--- config.mk ---
export PLATFORM = sky130hd
export DESIGN_NAME = synaptic_accumulator
export DESIGN_NICKNAME = d
export VERILOG_FILES = /design/src/rtl/synaptic_accumulator.sv
export SDC_FILE = /design/constraint.sdc
export NUM_CORES = 1
export LEC_CHECK = 0
export CORE_ASPECT_RATIO = 2
export CORE_MARGIN = 1
export CORE_UTILIZATION = 36
export DETAILED_ROUTE_END_ITERATION = 10
export PLACE_DENSITY_LB_ADDON = 0.12
export SKIP_LAST_GASP = 1
export SYNTH_ARGS = -nofsm -noshare
export SYNTH_HDL_FRONTEND = slang
export SYNTH_SLANG_ARGS = --single-unit
--- constraint.sdc ---
create_clock -name clk -period 5.1 [get_ports clk]
set_input_delay 1.02 -clock clk [delete_from_list [all_inputs] [get_ports clk]]
set_output_delay 1.02 -clock clk [all_outputs]
set_load 0.02 [all_outputs]
--- src/rtl/synaptic_accumulator.sv ---
// rtl/synaptic_accumulator.sv - per-neuron signed synaptic current accumulator with timestep drain
//
// Accumulates weighted synaptic events into a per-neuron signed current buffer.
// On each timestep tick every entry is drained in neuron-ID order and cleared.
//
// Ports:
//   clk, rst_n                  clock, asynchronous active-low reset
//   s_syn_valid/ready           synaptic event handshake
//   s_syn_dest_id               target neuron
//   s_syn_weight, s_syn_exc_inh unsigned weight; 1 = add, 0 = subtract
//   timestep_tick               single-cycle pulse ending the current timestep
//   m_cur_valid/ready           drained-current handshake
//   m_cur_neuron_id, m_cur_value drained neuron ID and signed current
//   busy                        high whenever not accumulating
//   sat_count                   saturating count of clamped accumulations
//   tick_overrun                sticky flag: a tick arrived while not accumulating

module synaptic_accumulator #(
    parameter int NUM_NEURONS     = 64,
    parameter int NEURON_ID_WIDTH = 6,
    parameter int WEIGHT_WIDTH    = 8,
    parameter int ACC_WIDTH       = 16
) (
    input  logic                       clk,
    input  logic                       rst_n,
    input  logic                       s_syn_valid,
    input  logic [NEURON_ID_WIDTH-1:0] s_syn_dest_id,
    input  logic [WEIGHT_WIDTH-1:0]    s_syn_weight,
    input  logic                       s_syn_exc_inh,
    output logic                       s_syn_ready,
    input  logic                       timestep_tick,
    output logic                       m_cur_valid,
    output logic [NEURON_ID_WIDTH-1:0] m_cur_neuron_id,
    output logic [ACC_WIDTH-1:0]       m_cur_value,
    input  logic                       m_cur_ready,
    output logic                       busy,
    output logic [15:0]                sat_count,
    output logic                       tick_overrun
);

    typedef enum logic [1:0] {
        ST_CLEAR,
        ST_ACCUM,
        ST_DRAIN_WAIT,
        ST_DRAIN
    } state_t;

    localparam logic [NEURON_ID_WIDTH-1:0] LAST_ID = NEURON_ID_WIDTH'(NUM_NEURONS - 1);
    localparam logic [ACC_WIDTH-1:0] ACC_MAX = {1'b0, {(ACC_WIDTH-1){1'b1}}};
    localparam logic [ACC_WIDTH-1:0] ACC_MIN = {1'b1, {(ACC_WIDTH-1){1'b0}}};

    logic [ACC_WIDTH-1:0] acc_mem [NUM_NEURONS];

    state_t state, state_next;

    // Shared index: clear address in CLEAR, drain address in DRAIN.
    logic [NEURON_ID_WIDTH-1:0] idx;
    // Drain sub-phase: 0 = read entry, 1 = entry presented on m_cur_*.
    logic                       drain_present;
    logic                       tick_pending;

    // RMW stage 1: accepted event, entry read at the next edge.
    logic                       s1_valid;
    logic [NEURON_ID_WIDTH-1:0] s1_id;
    logic [WEIGHT_WIDTH-1:0]    s1_weight;
    logic                       s1_exc;

    // RMW stage 2: entry value in hand, sum written back at the next edge.
    logic                       s2_valid;
    logic [NEURON_ID_WIDTH-1:0] s2_id;
    logic [WEIGHT_WIDTH-1:0]    s2_weight;
    logic                       s2_exc;
    logic [ACC_WIDTH-1:0]       s2_data;

    logic [ACC_WIDTH:0]         s2_ext;
    logic [ACC_WIDTH:0]         s2_wext;
    logic [ACC_WIDTH:0]         s2_sum;
    logic                       s2_sat;
    logic [ACC_WIDTH-1:0]       s2_result;

    logic accept;
    logic drain_hs;
    logic clear_done;
    logic drain_done;

    assign s_syn_ready = (state == ST_ACCUM) && !tick_pending;
    assign busy        = (state != ST_ACCUM);
    assign accept      = s_syn_valid && s_syn_ready;
    assign drain_hs    = (state == ST_DRAIN) && m_cur_valid && m_cur_ready;
    assign clear_done  = (state == ST_CLEAR) && (idx == LAST_ID);
    assign drain_done  = drain_hs && (idx == LAST_ID);

    // One extra bit of headroom; overflow shows up as the top two bits differing,
    // and the top bit then gives the direction of the clamp.
    always_comb begin
        s2_ext    = {s2_data[ACC_WIDTH-1], s2_data};
        s2_wext   = {{(ACC_WIDTH+1-WEIGHT_WIDTH){1'b0}}, s2_weight};
        s2_sum    = s2_exc ? (s2_ext + s2_wext) : (s2_ext - s2_wext);
        s2_sat    = (s2_sum[ACC_WIDTH] != s2_sum[ACC_WIDTH-1]);
        s2_result = s2_sum[ACC_WIDTH-1:0];
        if (s2_sat) begin
            s2_result = s2_sum[ACC_WIDTH] ? ACC_MIN : ACC_MAX;
        end
    end

    always_ff @(posedge clk or negedge rst_n) begin
        if (!rst_n) begin
            state <= ST_CLEAR;
        end else begin
            state <= state_next;
        end
    end

    always_comb begin
        state_next = state;
        case (state)
            ST_CLEAR:      if (clear_done)    state_next = ST_ACCUM;
            ST_ACCUM:      if (timestep_tick) state_next = ST_DRAIN_WAIT;
            // Stage 2 commits on the same edge we leave, so the first drain
            // read (one edge later) already sees the final value.
            ST_DRAIN_WAIT: if (!s1_valid)     state_next = ST_DRAIN;
            ST_DRAIN:      if (drain_done)    state_next = ST_ACCUM;
            default:                          state_next = ST_CLEAR;
        endcase
    end

    always_ff @(posedge clk or negedge rst_n) begin
        if (!rst_n) begin
            idx             <= '0;
            drain_present   <= 1'b0;
            tick_pending    <= 1'b0;
            tick_overrun    <= 1'b0;
            sat_count       <= '0;
            s1_valid        <= 1'b0;
            s1_id           <= '0;
            s1_weight       <= '0;
            s1_exc          <= 1'b0;
            s2_valid        <= 1'b0;
            s2_id           <= '0;
            s2_weight       <= '0;
            s2_exc          <= 1'b0;
            s2_data         <= '0;
            m_cur_valid     <= 1'b0;
            m_cur_neuron_id <= '0;
            m_cur_value     <= '0;
        end else begin
            s1_valid  <= accept;
            s1_id     <= s_syn_dest_id;
            s1_weight <= s_syn_weight;
            s1_exc    <= s_syn_exc_inh;

            // Stage 2 writes back on this same edge, so a back-to-back hit
            // must take the fresh sum instead of the stale RAM word.
            s2_valid  <= s1_valid;
            s2_id     <= s1_id;
            s2_weight <= s1_weight;
            s2_exc    <= s1_exc;
            s2_data   <= (s2_valid && (s2_id == s1_id)) ? s2_result : acc_mem[s1_id];

            if (s2_valid && s2_sat && (sat_count != 16'hFFFF)) begin
                sat_count <= sat_count + 16'd1;
            end

            if (timestep_tick) begin
                if (state == ST_ACCUM) begin
                    tick_pending <= 1'b1;
                end else begin
                    tick_overrun <= 1'b1;
                end
            end

            case (state)
                ST_CLEAR: begin
                    idx <= clear_done ? '0 : idx + 1'b1;
                end
                ST_DRAIN_WAIT: begin
                    idx           <= '0;
                    drain_present <= 1'b0;
                end
                ST_DRAIN: begin
                    if (!drain_present) begin
                        m_cur_valid     <= 1'b1;
                        m_cur_neuron_id <= idx;
                        m_cur_value     <= acc_mem[idx];
                        drain_present   <= 1'b1;
                    end else if (m_cur_ready) begin
                        m_cur_valid   <= 1'b0;
                        drain_present <= 1'b0;
                        idx           <= drain_done ? '0 : idx + 1'b1;
                        if (drain_done) begin
                            tick_pending <= 1'b0;
                        end
                    end
                end
                default: begin
                end
            endcase
        end
    end

    // Single write port: clear, RMW commit and post-drain zeroing never overlap.
    always_ff @(posedge clk) begin
        if (state == ST_CLEAR) begin
            acc_mem[idx] <= '0;
        end else if (s2_valid) begin
            acc_mem[s2_id] <= s2_result;
        end else if (drain_hs) begin
            acc_mem[idx] <= '0;
        end
    end

endmodule

==> flow_summary_export.csv, run 1 <==
group,metric,value,unit
placed_design,hpwlAfterDp,111000,um
global_route,track_usage,23.3,%
setup_path,path_class,"reg2reg",
sta,worst_slack,0.254,ns
clock_tree,cts_tree,"yes",
routing,routed_wl,172000,um
global_route,first_global_vias,32743,
sta,setup_viol,0,
clock_tree,cts_hold_buf,0,
sta,fmax,206,MHz
sta,min_period_over_period,95.0,%
routing,wl_per_cell,33.8,um
global_route,grt_max_degree,78,
synth,synthesis.nets,3024,
clock_tree,htree_levels,3,
sta,slew_headroom,33.1,%
synth,netlist_area,0.0527,mm2
clock_tree,cts_root_buf,"clkbuf_16",
synth,synth_area_leaders,"edfxtp_1, mux4_2, dfrtp_1",
setup_path,worst_setup_path_start_kind,"register",
synth,synth_top_area_share,58.4,%
sta,holdWs,0.264,ns
placed_design,pre_cts_slack,0.0497,ns
routing,drt_iter0_drc,2777,
global_route,grt_pass1_wl,244000,um
layout,drive_above_1_share,30.0,%
clock_tree,clock_path_buffers,3,
clock_tree,clk_latency,0.74,ns
clock_tree,cts_setup_buffers,0,
synth,synth.most_common_cell,"edfxtp_1",
layout,final_util,41.6,%
synth,yosys_warnings,0,
die,io_pins,62,
global_route,antenna_found_initial,3,
routing,vias_per_cell,6.03,
synth,avgSynthCellArea,17.7,um2
layout,area_growth,14.9,%
placed_design,placed_area,0.0567,mm2
synth,ys_top_cells_by_count,"edfxtp_1, mux4_2, mux2i_1",
routing,dr.pass1.iters,5,
setup_path,critPathCaptureType,"register",
sta,finalClockSkew,0.0329,ns
sta,fin_setup_tns,0,ns
clock_tree,clock-sinks,1122,
setup_path,critical_path.max_fanout,20,
die,rows,198,
setup_path,critical_path_arrival,5.29,ns
routing,route.detailed.drc,0,
sta,hold_viol_final,0,
placed_design,io_buffers,61,
placed_design,dp_cells,4882,
die,initial_core_util,36.2,%
synth,synth-seq-cells,1122,
clock_tree,cts_buffers,107,
sta,worstMarginPinSlew,1.00,ns
clock_tree,clk_pin_slew,0.07,ns
setup_path,ff2ff_path_depth,14,
power,power,19.2,mW
global_route,gr-total-overflow,0,
sta,rsz0062_at_grt,"yes",
die,dieWidth,272,um
die,core_area,0.145,mm2
status,run_status,"complete, no violations",
sta,drv_slew,0,
synth,ys_types,52,
setup_path,r2r_end,"acc_mem[16][4]",
setup_path,required,5.54,ns
die,die-area,0.148,mm2
synth,synth-edff-count,1024,
synth,synthCells,2977,
worst_hold_path,hold_path.class,"in2async",
layout,fin_cells,5089,
power,power.density,317,mW/mm2
layout,nets,3142,
setup_path,rrSetupSlack,0.25,ns
synth,synthFlopType,"edfxtp_1",
die,die_y,543,um
setup_path,reg2reg_from,"s2_weight[2]",
sta,period_needed,4.85,ns
synth,yosys.area.top_type,"edfxtp_1",
placed_design,routabilityCongestion,0.835,
routing,num_vias,30710,
power,peakVddDrop,0.000254,V
flow_run,maxCapViolCount,0,
synth,synth-seq-area-share,63.0,%
routing,ant_nets,0,
synth,async_flop_share,8.73,%
layout,finalInstanceArea,0.0605,mm2
power,p_leak,16.6,nW
## worst max-delay path, stage by stage, from the launching register on
cell and delay, ns:
dfrtp_1 0.41, nor2_1 0.20, nand4b_1 0.17, nor3_1 0.27, ha_1 0.29, mux2_2 0.28
ha_1 0.33, a21boi_0 0.21, a21boi_0 0.44, a211oi_1 0.16, xor2_1 0.32, nand3_1 0.32
a21oi_2 0.64, nor2_4 0.26, buf_4 0.27
## sequential cells by signal, summed over array words and instances, names as in the netlist
name	cells
m_cur_value	16
sat_count	16
s1_valid	1
idx	6
s1_exc	1
tick_overrun	1
s2_valid	1
m_cur_neuron_id	6
acc_mem	1024
s2_weight	8
s2_data	16
state	2
m_cur_valid	1
tick_pending	1
drain_present	1
s2_exc	1
s1_weight	8
s2_id	6
s1_id	6
## routing by layer
metal	share of wire [%]	vias up	track usage (%)
met1	36	16551	26.8
met3	5.1	308	2.84
met5	0.0052	-	0
met4	3.7	2	8.48
met2	55	1140	43.8
li1	-	12709	-
## where the power goes
| part | switching, mW | internal [mW] | leakage (nW) | total, mW |
|---|---|---|---|---|
| registers | 0.0541 | 9.91 | 9.48 | 9.97 |
| logic | 0.451 | 0.276 | 5.35 | 0.727 |
| clock network | 3.68 | 4.83 | 1.79 | 8.51 |
| total | 4.18 | 15.0 | 16.6 | 19.2 |
## cells in the final DEF (no fill, tap or decap), drive strengths merged, types with 7 or more instances in the layout
master | synthesis | routed
nor4 | 17 | 17
nand4 | 10 | 10
bufinv | 0 | 17
o21bai | 7 | 7
nand2 | 99 | 99
clkinv | 0 | 44
nor3 | 7 | 7
buf | 97 | 165
nand3b | 7 | 7
ha | 26 | 26
a31oi | 37 | 37
o21ai | 121 | 121
nand2b | 9 | 9
inv | 16 | 21
a221oi | 16 | 16
edfxtp | 1024 | 1024
or3 | 20 | 20
o221ai | 97 | 97
mux2i | 209 | 209
mux4 | 464 | 464
mux2 | 59 | 59
dfrtp | 98 | 98
a21oi | 82 | 82
o22ai | 17 | 17
nor2 | 169 | 172
xnor2 | 23 | 23
xor2 | 13 | 13
o31ai | 19 | 19
clkdlybuf4s50 | 0 | 60
clkinvlp | 0 | 7
o211ai | 18 | 18
clkbuf | 122 | 127
nand3 | 32 | 32
## worst max-delay path by stage
| stage | depth (start not counted) | slack [ns] | startpoint | to |
|---|---|---|---|---|
| 2_1_floorplan | 14 | -0.12 | s2_weight[2] | acc_mem[0][6] |
| 3_3_place_gp | 13 | 0.21 | s2_weight[2] | acc_mem[56][14] |
| 3_5_place_dp | 13 | 0.05 | s2_weight[2] | acc_mem[57][14] |
| 4_1_cts | 13 | 0.03 | s2_weight[2] | acc_mem[28][14] |
| 5_1_grt | 13 | -0.07 | s2_weight[0] | acc_mem[44][14] |
| 6_report | 14 | 0.25 | s2_weight[2] | acc_mem[16][4] |
## cell families after synthesis
family / after synthesis / share of synthesized area (%)
xor gates and xnor gates: 37 / 0.644
adders and majority gates: 27 / 0.656
AOI/OAI and AO/OA: 430 / 5.33
and+or+nand+nor: 394 / 3.36
DFF: 1122 / 63.0
muxes: 732 / 25.1
buffers and inverters: 235 / 1.89
## layout make-up
class                   count  area (um2)
well taps                1900        2380
diodes                      3        7.51
inverters                  16        60.1
clock inverters            73         871
fillers                 12813       84900
clock buffers             127        2820
repair buffers            225        2330
multi-input cells        1623       18800
flip-flops and latches   1122       33200
## repair_timing
action,4_1_cts,5_1_grt
endpoints found under the setup margin,0,250
hold endpoints to repair,0,0
resized for setup,0,6
No activity file was read; power rests on OpenSTA's default activity.
==> inputs of run 2 (changes only) <==
CORE_UTILIZATION = 46   (was 36)
==> flow_summary_export.csv, run 2 (synthesized netlist as in run 1, its figures left out) <==
group,metric,value,unit
routing,drt_iter0_drc,2870,
die,core_area,0.114,mm2
clock_tree,clk_pin_slew,0.06,ns
clock_tree,cts_setup_buffers,0,
status,run_status,"complete, no violations",
die,io_pins,62,
flow_run,maxCapViolCount,0,
placed_design,hpwlAfterDp,104000,um
sta,min_period_over_period,94.9,%
setup_path,critical_path.max_fanout,32,
layout,multi_input_area,0.0188,mm2
power,intPower,14.5,mW
sta,finalClockSkew,0.0266,ns
global_route,gr-total-overflow,0,
sta,setup_viol,0,
power,peakVddDrop,0.000280,V
layout,nets,3137,
power,p_comb_share,3.8,%
power,power_switching,4.00,mW
sta,rsz0062_at_grt,"no",
layout,nFillCells,9101,
sta,period_needed,4.84,ns
power,p_leak,16.5,nW
die,rows,175,
layout,most-common-layout-cells,"edfxtp_1, mux4_2, mux2i_1, buf_4, o21ai_0",
routing,num_vias,30787,
routing,route.detailed.drc,0,
clock_tree,cts_root_buf,"clkbuf_16",
routing,dr.pass1.iters,5,
layout,regMostFlops,"acc_mem",
power,switching_share,21.6,%
global_route,grt_pass1_wl,232000,um
setup_path,reg2reg_from,"s2_weight[2]",
setup_path,critPathCaptureType,"register",
sta,fmax,207,MHz
clock_tree,clock_path_buffers,3,
sta,slew_headroom,25.2,%
setup_path,ff2ff_path_depth,15,
setup_path,cp-startpoint,"s2_weight[2]",
sta,hold_viol_final,0,
setup_path,worst_path_largest_cell_delay,0.81,ns
sta,worstMarginPinSlew,1.12,ns
clock_tree,clock-sinks,1122,
global_route,first_global_vias,32490,
layout,regArea,0.0332,mm2
setup_path,crit_path_top_delay_cell,"o21ai_1",
clock_tree,cts_buffers,103,
setup_path,worst_setup_path_start_kind,"register",
layout,area_growth,13.2,%
die,die-area,0.116,mm2
setup_path,path_cells,"nor2_1 -> nand4b_1 -> nor3_1 -> buf_4 -> ha_1 -> mux2_2 -> ha_1 -> a21oi_1 -> or4b_2 -> a31oi_1 -> o21ai_0 -> xor2_1 -> buf_4 -> o21ai_1 -> nor2_4",
clock_tree,clk_latency,0.72,ns
power,power.density,310,mW/mm2
power,power,18.5,mW
global_route,antenna_found_initial,6,
routing,wl_per_cell,34.5,um
placed_design,io_buffers,61,
clock_tree,cts_tree,"yes",
layout,drive_above_1_share,29.6,%
layout,largest_register_ffs,1024,
global_route,track_usage,28.6,%
setup_path,r2r_end,"acc_mem[39][12]",
layout,final_common_cell,"edfxtp_1",
routing,vias_per_cell,6.58,
power,clock_power_share,42.3,%
routing,routed_wl,162000,um
sta,drv_slew,0,
worst_hold_path,hold_path.class,"reg2reg",
global_route,grt_max_degree,110,
setup_path,critical_path_arrival,5.19,ns
setup_path,path_class,"reg2reg",
clock_tree,cts_hold_buf,0,
setup_path,rrSetupSlack,0.26,ns
clock_tree,htree_levels,3,
placed_design,routabilityCongestion,0.842,
die,initial_core_util,46.3,%
die,dieWidth,241,um
power,pwr-share-seq,53.9,%
setup_path,required,5.45,ns
sta,fin_setup_tns,0,ns
die,die_y,480,um
setup_path,endpoint,"acc_mem[39][12]",
routing,ant_nets,0,
-- run 2: stage by stage --
| step | hold WS [ns] | setup WS, ns | instance area (um2) | util [%] | std cells |
|---|---|---|---|---|---|
| final | 0.381 | 0.262 | 59600 | 52.5 | 4680 |
| after global routing | 0.395 | 0.0450 | 59600 | 52.5 | 4680 |
| after CTS | 0.386 | 0.0710 | 59600 | 52.5 | 4679 |
| after detailed placement | 0.371 | -0.0125 | 56300 | 49.5 | 4488 |
| after global placement | 0.377 | 0.0937 | 56300 | 49.5 | 4488 |
| after floorplan | 0.331 | -0.121 | 52700 | - | 2977 |
-- run 2: cell type report --
class,count,share of cell area [%]
inverters,16,0.101
clock inverters,61,0.915
flip-flops and latches,1122,55.7
repair buffers,226,3.94
diodes,1,0.00420
well taps,1504,3.16
clock buffers,129,4.66
multi-input cells,1621,31.5
-- run 2: worst min path at each step --
stage / startpoint / to / slack [ns] / depth (start not counted)
final: s1_valid / s2_valid / 0.38 / 0
after global routing: s1_valid / s2_valid / 0.39 / 0
after CTS: s1_valid / s2_valid / 0.39 / 0
after detailed placement: s1_valid / s2_valid / 0.37 / 0
after global placement: s1_valid / s2_valid / 0.38 / 0
after floorplan: s1_exc / s2_exc / 0.33 / 0
-- run 2: power groups by stage --
stage               clock network (mW)  registers [mW]  logic [mW]
CTS                               7.94            9.97       0.717
global route                      8.24            9.96       0.759
floorplan                            0            10.1       0.452
detailed placement                   0            10.2       0.706
finish                            7.82            9.97       0.707
global placement                     0            10.2       0.704
-- run 2: metal layers --
layer	GRT usage [%]	part of all wire (%)	routed length, um	up-vias
li1	-	-	-	12689
met1	32.5	34	55000	16468
met2	53.0	55	89300	1264
met3	3.80	6.0	9740	362
met4	12.6	4.6	7440	4
met5	0	0.014	22	-
-- run 2: what timing repair did --
action / CTS / global route
gates cloned: 1 / 0
gates resized for setup: 1 / 1
setup endpoints to repair: 64 / 32
pin swaps: 1 / 0
-- run 2: worst max-delay path: cells and delay by family, from the launching register on --
kind | cells | cell delay, ns
XOR/XNOR | 1 | 0.17
adder cells (fa/ha/maj) | 2 | 0.51
AND/OR/NAND/NOR | 5 | 1.44
AO/OA/AOI/OAI | 4 | 1.39
multiplexers | 1 | 0.27
buffers and inverters | 2 | 0.28
flip-flops | 1 | 0.37
==> inputs of run 3 (changes only) <==
clock period = 6 ns   (was 5.1 ns; I/O delays follow)
==> flow_summary_export.csv, run 3 (synthesized netlist as in run 1, its figures left out) <==
group,metric,value,unit
worst_hold_path,hold_path.class,"reg2reg",
setup_path,required,6.43,ns
routing,dr.pass1.iters,7,
routing,route.detailed.drc,0,
placed_design,dp_cells,4433,
clock_tree,clk_latency,0.73,ns
clock_tree,cts_setup_buffers,0,
sta,drv_slew,0,
clock_tree,cts_buffers,102,
sta,hold_viol_final,0,
clock_tree,cts_hold_buf,0,
placed_design,io_buffers,61,
sta,worst_slack,1.08,ns
setup_path,rrSetupSlack,1.08,ns
die,rows,175,
sta,rsz0062_at_grt,"no",
routing,num_vias,30365,
sta,period_needed,4.92,ns
clock_tree,clk_pin_slew,0.06,ns
setup_path,worst_setup_path_start_kind,"register",
placed_design,pre_cts_slack,1.10,ns
setup_path,path_class,"reg2reg",
layout,drive_above_1_share,28.6,%
layout,nets,3080,
power,clock_power_share,43.3,%
sta,slew_headroom,19.7,%
flow_run,maxCapViolCount,0,
global_route,first_global_vias,32187,
sta,finalClockSkew,0.0233,ns
sta,setup_viol,0,
routing,vias_per_cell,6.57,
placed_design,placed_area,0.0557,mm2
clock_tree,cts_root_buf,"clkbuf_16",
die,dieWidth,241,um
layout,regMostFlops,"acc_mem",
global_route,gr-total-overflow,0,
global_route,antenna_found_initial,3,
global_route,grt_pass1_wl,228000,um
routing,wl_met2,87000,um
routing,wl_met3,9110,um
power,power_switching,3.46,mW
power,switching_share,21.7,%
placed_design,routabilityCongestion,0.915,
setup_path,path_cells,"nor2_1 -> nand4b_1 -> nor3_1 -> ha_1 -> mux2_2 -> ha_1 -> a21oi_1 -> or4b_2 -> a31oi_1 -> o21ai_0 -> xor2_1 -> o21ai_0 -> nor2_4 -> buf_4",
clock_tree,htree_levels,3,
setup_path,reg2reg_from,"s2_weight[2]",
worst_hold_path,min-delay-start,"s1_weight[2]",
sta,worstMarginPinSlew,1.20,ns
routing,routed_wl,157000,um
setup_path,ff2ff_path_depth,14,
routing,drt_iter0_drc,3092,
layout,final_common_cell,"edfxtp_1",
sta,fmax,203,MHz
placed_design,hpwlAfterDp,103000,um
layout,largest_register_ffs,1024,
power,pwr-share-seq,53.2,%
worst_hold_path,min_to,"s2_weight[2]",
routing,wl_per_cell,34.0,um
status,run_status,"complete, no violations",
global_route,grt_max_degree,82,
clock_tree,cts_resized,0,
clock_tree,clock-sinks,1122,
sta,holdWs,0.354,ns
clock_tree,cts_tree,"yes",
power,intPower,12.5,mW
setup_path,critPathCaptureType,"register",
setup_path,critical_path_arrival,5.35,ns
setup_path,r2r_end,"acc_mem[48][12]",
die,die-area,0.116,mm2
sta,min_period_over_period,82.0,%
layout,most-common-layout-cells,"edfxtp_1, mux4_2, mux2i_1, o21ai_0, clkbuf_16",
routing,met1_length,54300,um
die,io_pins,62,
die,core_area,0.114,mm2
power,power.density,270,mW/mm2
power,p_comb_share,3.5,%
routing,ant_nets,0,
layout,nFillCells,8982,
power,p_leak,16.2,nW
setup_path,worst_path_largest_cell_delay,0.64,ns
routing,routed.top_layer,"met5",
clock_tree,clock_path_buffers,3,
die,die_y,480,um
layout,area_growth,12.3,%
die,initial_core_util,46.3,%
setup_path,crit_path_top_delay_cell,"or4b_2",
setup_path,critical_path.max_fanout,64,
sta,fin_setup_tns,0,ns
layout,finalInstanceArea,0.0592,mm2
layout,fin_cells,4625,
power,peakVddDrop,0.000238,V
global_route,track_usage,27.9,%
worst_hold_path,hold_depth,0,
-- run 3: cell types whose count changed in the layout (fill, tap and decap cells not counted), moves of 4 or more --
cell / change
clkbuf_1: -4
buf_12: -22
bufinv_16: +6
buf_4: -33
clkbuf_8: -7
nor2_2: -16
nor2_4: +15
-- run 3: per-layer routing --
metal  GRT usage [%]  vias to the layer above
met2            51.3                     1324
met3            4.04                      341
li1                -                    12590
met5               0                        -
met4            11.5                        2
met1            32.1                    16108
-- run 3: critical path: cells and delay by family, from the launching register on --
family / cells / cell delay, ns
buf+inv: 1 / 0.48
xor+xnor: 1 / 0.17
flops: 1 / 0.41
simple gates: 5 / 1.62
mux: 1 / 0.28
compound gates: 4 / 1.01
fa+ha+maj: 2 / 0.63
-- run 3: cell type report --
| class | instances | area, um2 | area share (%) |
|---|---|---|---|
| diodes | 2 | 5.00 | 0.00846 |
| clock buffers | 118 | 2670 | 4.51 |
| clock inverters | 72 | 805 | 1.36 |
| inverters | 16 | 60.1 | 0.102 |
| multi-input cells | 1620 | 18800 | 31.9 |
| flip-flops and latches | 1122 | 33200 | 56.2 |
| well taps | 1504 | 1880 | 3.18 |
| repair buffers | 171 | 1660 | 2.80 |
-- run 3: worst max path at each step --
stage / start / to / slack [ns]
global placement: s2_weight[2] / acc_mem[52][12] / 1.09
finish: s2_weight[2] / acc_mem[48][12] / 1.08
CTS: s2_weight[2] / acc_mem[48][12] / 1.05
detailed placement: s2_weight[2] / acc_mem[54][12] / 1.10
floorplan: s2_weight[2] / acc_mem[0][12] / 0.75
global route: s2_weight[2] / acc_mem[49][12] / 0.77
-- run 3: power by group through the flow --
stage          Combinational, mW  Clock, mW  Sequential (mW)
5_1_grt                    0.598       7.26             8.47
3_3_place_gp               0.562          0             8.65
2_1_floorplan              0.382          0             8.60
3_5_place_dp               0.561          0             8.65
6_report                   0.555       6.91             8.48
4_1_cts                    0.564       7.01             8.48
-- run 3: metrics by stage --
| stage | util, % | power [mW] |
|---|---|---|
| after floorplan | - | 8.98 |
| after global placement | 49.0 | 9.21 |
| after detailed placement | 49.0 | 9.21 |
| after CTS | 52.0 | 16.1 |
| after global routing | 52.0 | 16.3 |
| final | 52.1 | 15.9 |
